==> src/rtl/led_shift_if.sv <==
`default_nettype none
// +--------------------------------------------------------------------------+
// | Module   : led_shift_if                                                  |
// | Brief    : Control/status bundle for led_shift_engine. The load and      |
// |            load_data signals exist only with LED_SHIFT_ENGINE_LOAD_EN.   |
// | Revision : 1.0 - initial release                                         |
// +--------------------------------------------------------------------------+
interface led_shift_if #(
  parameter int LED_W = 16
);
  logic             run;
  logic [1:0]       mode;
  logic [LED_W-1:0] led;
  logic             tick;
  logic             wrap;
`ifdef LED_SHIFT_ENGINE_LOAD_EN
  logic             load;
  logic [LED_W-1:0] load_data;
`endif

  modport master (
`ifdef LED_SHIFT_ENGINE_LOAD_EN
    output load, load_data,
`endif
    output run, mode,
    input  led, tick, wrap
  );

  modport slave (
`ifdef LED_SHIFT_ENGINE_LOAD_EN
    input  load, load_data,
`endif
    input  run, mode,
    output led, tick, wrap
  );
endinterface
`default_nettype wire

==> src/rtl/led_shift_engine.sv <==
`default_nettype none
// +--------------------------------------------------------------------------+
// | Module   : led_shift_engine                                              |
// | Brief    : Prescaled LED pattern shifter (rotate L/R, bounce, hold).     |
// |            Optional parallel load with LED_SHIFT_ENGINE_LOAD_EN.         |
// | Revision : 1.0 - initial release                                         |
// +--------------------------------------------------------------------------+
module led_shift_engine #(
  parameter int               LED_W    = 16,
  parameter int               TICK_DIV = 5_000_000,
  parameter logic [LED_W-1:0] INIT     = LED_W'(1)
) (
  input  wire logic  sys_clk,
  input  wire logic  sys_rst,
  led_shift_if.slave bus
);

  localparam int               c_CNT_W = (TICK_DIV > 1) ? $clog2(TICK_DIV) : 1;
  localparam logic [c_CNT_W-1:0] c_CNT_MAX = c_CNT_W'(TICK_DIV - 1);

  localparam logic [1:0] c_MODE_ROL    = 2'd0;
  localparam logic [1:0] c_MODE_ROR    = 2'd1;
  localparam logic [1:0] c_MODE_BOUNCE = 2'd2;

  localparam logic [0:0] c_DIR_LEFT  = 1'b0;
  localparam logic [0:0] c_DIR_RIGHT = 1'b1;

  logic [c_CNT_W-1:0] r_cnt;
  logic [LED_W-1:0]   r_led;
  logic [0:0]         r_dir;
  logic               r_tick;
  logic               r_wrap;

  logic               w_step;
  logic               w_zero;
  logic [LED_W-1:0]   w_led_nxt;
  logic [0:0]         w_dir_nxt;
  logic               w_wrap_nxt;

  assign w_step = bus.run && (r_cnt == c_CNT_MAX);
  assign w_zero = ~|r_led;

  always_comb begin
    w_led_nxt  = r_led;
    w_dir_nxt  = r_dir;
    w_wrap_nxt = 1'b0;
    if (w_step) begin
      case (bus.mode)
        c_MODE_ROL: begin
          w_led_nxt  = {r_led[LED_W-2:0], r_led[LED_W-1]};
          w_wrap_nxt = r_led[LED_W-1];
          // An empty pattern must not disturb the bounce direction.
          if (!w_zero) w_dir_nxt = c_DIR_LEFT;
        end
        c_MODE_ROR: begin
          w_led_nxt  = {r_led[0], r_led[LED_W-1:1]};
          w_wrap_nxt = r_led[0];
          if (!w_zero) w_dir_nxt = c_DIR_RIGHT;
        end
        c_MODE_BOUNCE: begin
          if (r_dir == c_DIR_LEFT) begin
            if (r_led[LED_W-1]) begin
              w_dir_nxt  = c_DIR_RIGHT;
              w_led_nxt  = r_led >> 1;
              w_wrap_nxt = 1'b1;
            end else begin
              w_led_nxt  = r_led << 1;
            end
          end else begin
            if (r_led[0]) begin
              w_dir_nxt  = c_DIR_LEFT;
              w_led_nxt  = r_led << 1;
              w_wrap_nxt = 1'b1;
            end else begin
              w_led_nxt  = r_led >> 1;
            end
          end
        end
        default: begin
          w_led_nxt = r_led;
        end
      endcase
    end
`ifdef LED_SHIFT_ENGINE_LOAD_EN
    // Load overrides the shift of a coincident step; tick is unaffected.
    if (bus.load) begin
      w_led_nxt  = bus.load_data;
      w_dir_nxt  = c_DIR_LEFT;
      w_wrap_nxt = 1'b0;
    end
`endif
  end

  always_ff @(posedge sys_clk or posedge sys_rst) begin
    if (sys_rst) begin
      r_cnt  <= '0;
      r_led  <= INIT;
      r_dir  <= c_DIR_LEFT;
      r_tick <= 1'b0;
      r_wrap <= 1'b0;
    end else begin
      if (bus.run) begin
        r_cnt <= w_step ? '0 : r_cnt + c_CNT_W'(1);
      end
      r_led  <= w_led_nxt;
      r_dir  <= w_dir_nxt;
      r_tick <= w_step;
      r_wrap <= w_wrap_nxt;
    end
  end

  assign bus.led  = r_led;
  assign bus.tick = r_tick;
  assign bus.wrap = r_wrap;

endmodule
`default_nettype wire

==> src/flat_wrapper.sv <==
// flat-port wrapper written by rule: the top's interface ports become plain ports
module led_shift_engine_flat 
#(
  parameter int               LED_W    = 16,
  parameter int               TICK_DIV = 5_000_000,
  parameter logic [LED_W-1:0] INIT     = LED_W'(1)
)
  (sys_clk, sys_rst, bus_run, bus_mode, bus_led, bus_tick, bus_wrap);
  led_shift_if #(.LED_W(LED_W)) bus_i ();
  input  wire logic sys_clk;
  input  wire logic sys_rst;
  input wire logic [$bits(bus_i.run)-1:0] bus_run;
  input wire logic [$bits(bus_i.mode)-1:0] bus_mode;
  output wire logic [$bits(bus_i.led)-1:0] bus_led;
  output wire logic [$bits(bus_i.tick)-1:0] bus_tick;
  output wire logic [$bits(bus_i.wrap)-1:0] bus_wrap;
  assign bus_i.run = bus_run;
  assign bus_i.mode = bus_mode;
  assign bus_led = bus_i.led;
  assign bus_tick = bus_i.tick;
  assign bus_wrap = bus_i.wrap;
  led_shift_engine #(.LED_W(LED_W), .TICK_DIV(TICK_DIV), .INIT(INIT)) u_core (.sys_clk(sys_clk), .sys_rst(sys_rst), .bus(bus_i));
endmodule
==> config.mk <==
export PLATFORM = sky130hd
export DESIGN_NAME = led_shift_engine_flat
export DESIGN_NICKNAME = d
export VERILOG_FILES = /design/src/rtl/led_shift_if.sv /design/src/rtl/led_shift_engine.sv /design/src/flat_wrapper.sv
export SDC_FILE = /design/constraint.sdc
export NUM_CORES = 1
export LEC_CHECK = 0
export BUFFER_PORTS_ARGS = -buffer_cell sky130_fd_sc_hd__buf_2
export CAP_MARGIN = 20
export CORE_MARGIN = 1.5
export CORE_UTILIZATION = 60
export DETAILED_ROUTE_END_ITERATION = 8
export GPL_TIMING_DRIVEN = 0
export PLACE_DENSITY_LB_ADDON = 0.05
export SLEW_MARGIN = 10
export SYNTH_ARGS = -nofsm -noshare
export SYNTH_HDL_FRONTEND = slang
export SYNTH_SLANG_ARGS = --single-unit
==> constraint.sdc <==
create_clock -name sys_clk -period 6.2 [get_ports sys_clk]
set_input_delay 1.24 -clock sys_clk [delete_from_list [all_inputs] [get_ports sys_clk]]
set_output_delay 1.24 -clock sys_clk [all_outputs]
set_load 0.02 [all_outputs]
==> run_results.csv <==
group,metric,value,unit
status,status,"completed",
yosys,synth.distinct_cells,32,
placement,gp_congestion,0.9006,
grt,grt_max_degree,27,
grt,grt_usage,24.16,%
die,start_util,63.06,%
timing,min_period_over_period,47.00,%
clock_network,clockBufferDepth,2,
routing,antenna_left,0,
clock_network,root_buffer,"clkbuf_4",
yosys,syn_area,0.002121,mm^2
pwr,combPwrFrac,9.9,%
setup_path,crit-reg2reg-launch,"u_core.r_cnt[10]",
job,max_cap_violations,0,
grt,antenna_found_initial,0,
clock_network,cts_resized,0,
timing,finalSetupTns,0,ns
layout,area_growth,13.86,%
die,dieArea,0.003900,mm^2
pwr,power.density,245.4,mW/mm^2
routing,first_iter_violations,193,
layout,n_antenna_cell,0,
grt,grt_overflow_total,0,
clock_network,clock-sinks,42,
clock_network,cts_made_buffers,5,
routing,routed-via-count,1699,
placement,place_area,0.002308,mm^2
die,rows,21,
setup_path,setup.worst_path.start_class,"input port",
yosys,synth_nets,233,
min_path,holdPathStages,1,
pwr,vdd_drop_max,0.1586,mV
pwr,p_int,444.0,uW
yosys,yosysWarningCount,0,
yosys,synthTopCellsByArea,"dfrtp_1 (48%), nor2_1 (9.0%), xnor2_1 (5.8%), a221oi_1 (5.4%), ha_1 (2.9%)",
yosys,synth_edf_count,0,
pwr,power_frac_clock,37.7,%
clock_network,clk_latency,0.36,ns
placement,portBuffers,22,
routing,drt_wl_total,4.262,mm
yosys,yosysMostFrequentCell,"nor2_1",
setup_path,rrSetupSlack,3.54,ns
timing,clock_skew,0.01558,ns
placement,placed_cells,292,
pwr,leakage,0.001192,uW
setup_path,r2r_cells,7,
clock_network,post_cts_buffers,0,
yosys,ys_seq_elements,42,
die,coreArea,0.003363,mm^2
min_path,hp-start,"u_core.r_cnt[16]",
die,io_pins,23,
timing,setup_viol_count_final,0,
yosys,synth_common_cells,"nor2_1 (51), dfrtp_1 (41), xnor2_1 (14), a221oi_1 (13), nand2_1 (12)",
layout,design_area,0.002415,mm^2
min_path,min_path_type,"register to register",
pwr,power_switching_share,25.07,%
placement,dpl.hpwl,2.971,mm
setup_path,end_kind,"register",
yosys,synth_ff_type,"dfrtp_1",
clock_network,hold_buffers,0,
yosys,synth-seq-area-share,49.62,%
timing,slew_viol_final,0,
timing,slew_headroom,68.06,%
layout,drive_above_1_share,16.14,%
grt,first_global_vias,1652,
layout,final_cells,300,
pwr,switchingPower,148.6,uW
yosys,syn_inst,223,
yosys,async_reset_ff_share,100.0,%
timing,hold_viol,0,
min_path,whs_endpoint,"u_core.r_cnt[16]",
setup_path,critPathKind,"input port to register",
setup_path,crit_arrival,3.18,ns
routing,routedWlPerCell,14.21,um
routing,drc,0,
routing,drtPass1Iterations,4,
pwr,pwr-share-seq,52.5,%
die,dieHeight,62.45,um
routing,via_per_inst,5.663,
setup_path,cp.required,6.47,ns
die,die_w,62.45,um
layout,fin_nets,263,
clock_network,cts.clk_slew.worst_paths,0.14,ns
yosys,synth.largest_area_cell,"dfrtp_1",
setup_path,r2r_end,"u_core.bus.led[5]",
setup_path,crit_fanout,10,
grt,grt_pass1_wl,7.396,mm
clock_network,cts_tree,"done",
yosys,avgSynthCellArea,9.510,um^2
timing,worstMarginPinSlew,0.4791,ns
timing,grt_setup_unrepaired,"no",
timing,period_needed,2.914,ns
clock_network,cts_max_level,2,
timing,max_freq,343.2,MHz
yosys,yosys.area.top_type_share,48.38,%
critical path: stages:
cell and delay, ns:
buf_2 0.13, nand3_1 0.15, or4_4 0.55, or4_1 0.50, buf_2 0.17, buf_6 0.14, a221oi_1 0.22, nor2_1 0.07
flip-flops by register name, indices dropped and copies added (netlist names):
signal / count
u_core.bus.led: 16
u_core.bus.wrap: 1
u_core.r_cnt: 23
u_core.r_dir: 1
u_core.bus.tick: 1
power by group through the flow:
stage	sequential, uW	clock [uW]	combinational [uW]
after floorplan	313	0	44.4
after global placement	315	0	54.5
after detailed placement	316	0	58.4
after CTS	311	228	59.3
after global routing	313	239	67.5
final	311	223	58.5
metal layers:
| metal | vias to the layer above | wire, um | global-route usage (%) |
|---|---|---|---|
| li1 | 834 | - | - |
| met5 | - | 0 | 0 |
| met1 | 820 | 1891 | 29.55 |
| met2 | 37 | 2116 | 41.80 |
| met3 | 8 | 172 | 5.225 |
| met4 | 0 | 81 | 9.444 |
through the flow:
stage          worst slack [ns]  hold slack [ns]  utilization [%]  total power (uW)
2_1_floorplan             3.198           0.4562                -             356.9
3_3_place_gp              2.887           0.4799            68.04             369.5
3_5_place_dp              2.881           0.4805            68.64             374.9
4_1_cts                   3.286           0.5024            71.80             598.7
5_1_grt                   3.149           0.5135            71.80             619.3
6_report                  3.286           0.4962            71.80             592.5
cell families (layout without fill, tap and decap cells):
family                   count (synthesis)  count (layout)  share of synthesized area, %
AND/OR/NAND/NOR                        100             100                         22.42
flip-flops                              42              42                         49.62
multiplexers                             2               2                         1.003
AO/OA/AOI/OAI                           34              34                         11.33
XOR/XNOR                                20              20                         8.260
buffers and inverters                   20              51                         4.425
adder cells (fa/ha/maj)                  5               5                         2.950
cell usage in the layout (no fill, tap or decap):
cell        n
nand2b_1    4
ha_1        5
buf_2      25
nand3_1     5
a32oi_1     3
xor2_1      6
inv_2       1
o21ai_0     9
or4_1       3
mux2i_1     1
nor2b_1     3
nand2_1    12
nor4_1      6
mux2_2      1
bufinv_16   2
o21a_1      2
and3_1      3
nor2_1     51
dfstp_2     1
buf_6       2
clkbuf_1    5
xnor2_1    14
a221oi_1   13
and4b_1     1
nand4_1     4
nor3_1      3
buf_12      1
inv_1       9
clkbuf_4    5
nand3b_1    1
dfrtp_1    41
or4_4       1
or3_1       2
and4_2      1
a21oi_1     5
clkinv_4    1
a21o_1      2
layout make-up:
class | instances | area (um^2)
flip-flops and latches | 42 | 1052
multi-input cells | 161 | 974.7
fillers | 262 | 948.4
repair buffers | 23 | 130.1
clock inverters | 3 | 68.82
well taps | 46 | 57.56
plain buffers | 10 | 56.30
clock buffers | 5 | 37.54
inverters | 10 | 37.54
worst max-delay path by stage:
stage	from	endpoint	slack [ns]	cells after the start
2_1_floorplan	bus_run	u_core.bus.led[10]	3.20	7
3_5_place_dp	bus_run	u_core.bus.led[9]	2.88	8
5_1_grt	bus_run	u_core.bus.led[3]	3.15	8
6_report	bus_run	u_core.bus.led[5]	3.29	8
4_1_cts	bus_run	u_core.bus.led[9]	3.29	8
3_3_place_gp	bus_run	u_core.bus.led[8]	2.89	8
(Power assumes the default switching activity.)
